$ cat config.mk
export PLATFORM = sky130hd
export DESIGN_NAME = instr_sequencer
export DESIGN_NICKNAME = d
export VERILOG_FILES = /design/src/rtl/instr_sequencer.sv
export SDC_FILE = /design/constraint.sdc
export NUM_CORES = 1
export LEC_CHECK = 0
export ABC_AREA = 1
export ABC_CLOCK_PERIOD_IN_PS = 1800
export BUFFER_PORTS_ARGS = -buffer_cell sky130_fd_sc_hd__buf_2
export CORE_ASPECT_RATIO = 1.5
export CORE_MARGIN = 5
export CORE_UTILIZATION = 50
export DETAILED_ROUTE_END_ITERATION = 8
export MAX_ROUTING_LAYER = met4
export PLACE_DENSITY = 0.78
export SLEW_MARGIN = 20
export SYNTH_ARGS = -nofsm -noshare
export SYNTH_HDL_FRONTEND = slang
export SYNTH_SLANG_ARGS = --single-unit
$ cat constraint.sdc
create_clock -name clk -period 1.8 [get_ports clk]
set_clock_uncertainty 0.15 [all_clocks]
set_input_delay 0.45 -clock clk [delete_from_list [all_inputs] [get_ports clk]]
set_output_delay 0.45 -clock clk [all_outputs]
set_load 0.01 [all_outputs]
$ cat src/rtl/instr_sequencer.sv
// Program sequencer: fetches {opcode,operand} from a synchronous ROM and issues one instruction per slot.
// Latency: FETCH->LATCH->EXEC, so 3 cycles per instruction and 2 cycles from fetch to instr_valid.
// Backpressure: f_wait parks the sequencer in WAIT until a sample strobe (live or pending) releases it.
//
// Ports:
//   clk, rst            clock (rising edge), asynchronous active-high reset
//   start, stop         start program at pc=0 (IDLE only); synchronous abort to IDLE (wins over start)
//   sample_stb          one-cycle strobe releasing WAIT
//   imem_rd, imem_addr  ROM read request; imem_data returns one cycle later
//   f_wait              decoder request to park after the current instruction (sampled in EXEC)
//   opcode, operand     registered instruction word; NOP_OPCODE/0 when idle or waiting
//   instr_valid         one-cycle pulse per issued instruction
//   pc, busy, overrun   current/next address, not-IDLE flag, sticky lost-strobe flag
module instr_sequencer #(
    parameter int                    OPCODE_WIDTH  = 3,
    parameter int                    OPERAND_WIDTH = 8,
    parameter int                    ADDR_WIDTH    = 6,
    parameter int                    PROG_LEN      = 64,
    parameter logic [OPCODE_WIDTH-1:0] NOP_OPCODE  = 3'b111
) (
    input  logic                                  clk,
    input  logic                                  rst,
    input  logic                                  start,
    input  logic                                  stop,
    input  logic                                  sample_stb,
    output logic                                  imem_rd,
    output logic [ADDR_WIDTH-1:0]                 imem_addr,
    input  logic [OPCODE_WIDTH+OPERAND_WIDTH-1:0] imem_data,
    input  logic                                  f_wait,
    output logic [OPCODE_WIDTH-1:0]               opcode,
    output logic [OPERAND_WIDTH-1:0]              operand,
    output logic                                  instr_valid,
    output logic [ADDR_WIDTH-1:0]                 pc,
    output logic                                  busy,
    output logic                                  overrun
);

    typedef enum logic [2:0] {
        S_IDLE,
        S_FETCH,
        S_LATCH,
        S_EXEC,
        S_WAIT
    } state_t;

    localparam logic [ADDR_WIDTH-1:0] LAST_PC = ADDR_WIDTH'(PROG_LEN - 1);

    state_t                    state_q, state_d;
    logic [ADDR_WIDTH-1:0]     pc_q, pc_d, pc_inc;
    logic [ADDR_WIDTH-1:0]     imem_addr_q, imem_addr_d;
    logic                      imem_rd_q, imem_rd_d;
    logic [OPCODE_WIDTH-1:0]   opcode_q, opcode_d;
    logic [OPERAND_WIDTH-1:0]  operand_q, operand_d;
    logic                      instr_valid_q, instr_valid_d;
    logic                      busy_q, busy_d;
    logic                      pending_q, pending_d;
    logic                      overrun_q, overrun_d;
    logic                      consumed;
    logic                      clear_flags;

    assign pc_inc = (pc_q == LAST_PC) ? '0 : pc_q + 1'b1;

    always_comb begin
        state_d       = state_q;
        pc_d          = pc_q;
        opcode_d      = opcode_q;
        operand_d     = operand_q;
        instr_valid_d = 1'b0;
        imem_rd_d     = 1'b0;
        imem_addr_d   = imem_addr_q;
        consumed      = 1'b0;
        clear_flags   = 1'b0;

        if (stop) begin
            // pc and overrun deliberately survive an abort so software can inspect them.
            state_d   = S_IDLE;
            opcode_d  = NOP_OPCODE;
            operand_d = '0;
        end else begin
            case (state_q)
                S_IDLE: begin
                    if (start) begin
                        state_d     = S_FETCH;
                        pc_d        = '0;
                        clear_flags = 1'b1;
                    end
                end
                S_FETCH: state_d = S_LATCH;
                S_LATCH: begin
                    state_d       = S_EXEC;
                    opcode_d      = imem_data[OPCODE_WIDTH+OPERAND_WIDTH-1:OPERAND_WIDTH];
                    operand_d     = imem_data[OPERAND_WIDTH-1:0];
                    instr_valid_d = 1'b1;
                end
                S_EXEC: begin
                    if (f_wait) begin
                        state_d   = S_WAIT;
                        opcode_d  = NOP_OPCODE;
                        operand_d = '0;
                    end else begin
                        state_d = S_FETCH;
                        pc_d    = pc_inc;
                    end
                end
                S_WAIT: begin
                    if (pending_q || sample_stb) begin
                        state_d  = S_FETCH;
                        pc_d     = pc_inc;
                        consumed = 1'b1;
                    end
                end
                default: begin
                    state_d   = S_IDLE;
                    opcode_d  = NOP_OPCODE;
                    operand_d = '0;
                end
            endcase
        end

        // Read request and address are registered on entry to FETCH so the ROM
        // sees them for the whole FETCH cycle and returns data during LATCH.
        if (state_d == S_FETCH) begin
            imem_rd_d   = 1'b1;
            imem_addr_d = pc_d;
        end

        busy_d = (state_d != S_IDLE);

        // One-deep strobe counter: pending + sample_stb - consumed, saturating at 1.
        // A would-be count of 2 means a strobe was lost.
        if (clear_flags) begin
            pending_d = 1'b0;
            overrun_d = 1'b0;
        end else if (consumed) begin
            pending_d = pending_q & sample_stb;
            overrun_d = overrun_q;
        end else begin
            pending_d = pending_q | sample_stb;
            overrun_d = overrun_q | (pending_q & sample_stb);
        end
    end

    always_ff @(posedge clk or posedge rst) begin
        if (rst) begin
            state_q       <= S_IDLE;
            pc_q          <= '0;
            imem_addr_q   <= '0;
            imem_rd_q     <= 1'b0;
            opcode_q      <= NOP_OPCODE;
            operand_q     <= '0;
            instr_valid_q <= 1'b0;
            busy_q        <= 1'b0;
            pending_q     <= 1'b0;
            overrun_q     <= 1'b0;
        end else begin
            state_q       <= state_d;
            pc_q          <= pc_d;
            imem_addr_q   <= imem_addr_d;
            imem_rd_q     <= imem_rd_d;
            opcode_q      <= opcode_d;
            operand_q     <= operand_d;
            instr_valid_q <= instr_valid_d;
            busy_q        <= busy_d;
            pending_q     <= pending_d;
            overrun_q     <= overrun_d;
        end
    end

    assign imem_rd     = imem_rd_q;
    assign imem_addr   = imem_addr_q;
    assign opcode      = opcode_q;
    assign operand     = operand_q;
    assign instr_valid = instr_valid_q;
    assign pc          = pc_q;
    assign busy        = busy_q;
    assign overrun     = overrun_q;

endmodule
==> impl_metrics.toml <==
[outcome]
status = "finished, final reports clean"

[cts]
clk_latency_ps = 280
numCtsBuffers = 5
htree_levels = 2
cts.clk_slew.worst_paths_ps = 60
cts_tree = "yes"
clockBufferDepth = 2
cts_root_buf = "clkbuf_8"
ctsHoldBuffers = 0
cts_resized = 0
post_cts_buffers = 0
clkSinkCount = 31

[floorplanning]
core.rowCount = 24
pin_count = 44
die_area_um2 = 4126
core_area_um2 = 2853
initial_utilization = 0.5123
die_width_um = 54.14
die_h_um = 76.22

[setup_path]
max_stage_delay_ps = 400
reg2reg_to = "imem_addr[3]"
critPathMaxFanout = 4
r2r_start = "pc[1]"
crit_family = "simple AND/OR/NAND/NOR gates"
cpMaxStageDelayCell = "dfrtp_1"
path_cells = "ha_1 > nand3_1 > nor2_1 > nand2_1 > and2_2 > nand3_2 > nand2_2 > nand2_2 > nand2_2"
crit_cells = 9
start_kind = "register"
crit_start = "pc[1]"
endpoint_kind = "register"
r2r_cells = 9
worstSetupPathType = "reg -> reg"
crit_buf_inv = 0
crit_path_end = "imem_addr[3]"
cpMostUsedCell = "nand2_2"
cp_data_required_time_ps = 1830
arrival_ps = 1680
rrSetupSlack_ps = 140

[placed_design]
port-buffer-count = 43
gp_congestion = 0.8460
post-place-ws_ps = 162.4
dpl.hpwl_um = 2585

[sta]
tightest_slew_ps = 529.4
relSlewSlack = 0.6467
finalCritPeriodShare = 0.9210
rsz0062_at_grt = "no"
worst_slack_ps = 142.2
fin_crit_ps = 1658
setup_viol_count_final = 0
finalHoldViolCount = 0
timing.fmax_ghz = 0.6032
tns_ps = 0
maxSlewViolCount = 0

[synth]
yosysTopAreaCellShare = 0.4795
synth_compound_area_frac = 0.1293
synthXorXnorAreaFrac = 0
netlist_instances = 149
synth_nets = 167
yosysWarnings = 0
synth-edff-count = 0
ys_ff_latch = 31
ys_async_sr_fraction = 1.000
synth_common_cells = "28 x dfrtp_1, 27 x nand2_1, 15 x inv_1, 11 x nand3_1"
muxShareOfSynthArea = 0
synth_top_family_by_area = "simple AND/OR/NAND/NOR gates"
synth_most_common_cell = "dfrtp_1"
synth-seq-area-share = 0.5334
synthFlopType = "dfrtp_1"
synth-simple-area-share = 0.2697
netlist_top_cells_area = "dfrtp_1 48%, nand2_1 6.9%, dfstp_2 5.4%, a22o_1 4.8%, inv_1 3.9%"
synth_top_area_cell = "dfrtp_1"
postSynthAreaPerCell_um2 = 9.808
ys_types = 30
synth_area_um2 = 1461
synth_fa_ha_area_frac = 0.008562

[route]
drc = 0
wl_um = 3435
detail-route-antenna-nets = 0
dr.pass1.iters = 4
drt_iter0_markers = 28
vias = 1228
vias_per_cell = 5.117
wl_per_cell_um = 14.31

[finish]
antenna_cells = 0
drive_above_1_share = 0.3930
syn_to_final_growth_pct = 25.17
final_util = 0.6412
nets = 218
nFillCells = 248

[global_routing]
grtUsageTotal = 0.1965
grt_pass1_vias = 1334
grt_max_degree = 20
grt_pass1_wl_um = 5906
antenna_found_initial = 0
overflow = 0

[job]
maxCapViolations = 0

[power]
irDropWorstVdd_v = 0.0005942
pwr-share-comb = 0.173
sw_frac_of_total = 0.2825
p_sw_mw = 0.4383
powerDensity_nw_per_um2 = 848.0
leakage_nw = 0.9730
seq_power_share = 0.498
clockPowerShare = 0.329
power.internal_mw = 1.113

[hold_path]
min_path_type = "in -> async"
worst min-delay path by stage:
stage                     depth (start not counted)            to          from
after floorplan                                   2  imem_addr[0]  imem_addr[0]
after global placement                            2  imem_addr[0]  imem_addr[0]
after detailed placement                          2  imem_addr[5]  imem_addr[5]
after CTS                                         2    operand[0]           rst
after global routing                              2    operand[1]           rst
final                                             2    operand[4]           rst
layer usage:
layer  GRT usage  routed length [µm]
met1      0.2082                1283
met2      0.3273                1940
met3     0.04501                 135
met4     0.09476                  75
met5           -                   0
worst register-to-register path: cells and delay by family, from the launching register on:
| family | cells | cell delay [ps] |
|---|---|---|
| AND/OR/NAND/NOR | 8 | 810 |
| adder cells (fa/ha/maj) | 1 | 200 |
| flip-flops | 1 | 400 |
layout make-up:
| class | instances | area [µm²] | share of cell area |
|---|---|---|---|
| multi-input combinational | 96 | 595.6 | 0.3256 |
| tap | 39 | 48.80 | 0.02668 |
| clock inverter | 1 | 5.005 | 0.002736 |
| inverter | 21 | 81.33 | 0.04446 |
| sequential | 31 | 779.5 | 0.4261 |
| clock buffer | 7 | 76.32 | 0.04172 |
| timing repair buffer | 45 | 242.7 | 0.1327 |
state kept, by name, summed over array words and instances (netlist names), 3 cells and up:
| register | count |
|---|---|
| state_q | 3 |
| opcode | 3 |
| imem_addr | 6 |
| pc | 6 |
| operand | 8 |
stage by stage:
stage | cell area (µm²) | hold slack (ps) | std cells | total power [mW]
final | 1829 | 46.15 | 240 | 1.551
after floorplan | 1461 | 356.2 | 149 | 0.9583
after global routing | 1829 | 94.29 | 240 | 1.639
after detailed placement | 1748 | 322.0 | 232 | 1.052
after CTS | 1829 | 53.52 | 240 | 1.573
after global placement | 1748 | 312.0 | 232 | 1.045
power groups by stage:
stage / logic (mW) / registers (mW) / clock network, mW
final: 0.268 / 0.773 / 0.511
after global routing: 0.298 / 0.776 / 0.565
after CTS: 0.273 / 0.772 / 0.528
after detailed placement: 0.269 / 0.784 / 0
after global placement: 0.264 / 0.781 / 0
after floorplan: 0.161 / 0.797 / 0
placed cells by master, fill, tap and decap left out, drive strengths merged:
master	n
nand4	1
nand3b	1
a22o	8
a31oi	1
and2	2
nor3	3
nor2	12
nand2	38
dfrtp	28
ha	1
clkbuf	7
buf	45
o211ai	1
o2111ai	2
a21oi	3
o21ai	7
o22a	3
dfstp	3
inv	21
clkinv	1
nand3	13
kinds of logic after synthesis:
logic type / Yosys count
AO/OA/AOI/OAI: 25
adder cells (fa/ha/maj): 1
buffers and inverters: 22
flip-flops: 31
AND/OR/NAND/NOR: 70
No activity file was read; power rests on OpenSTA's default activity.
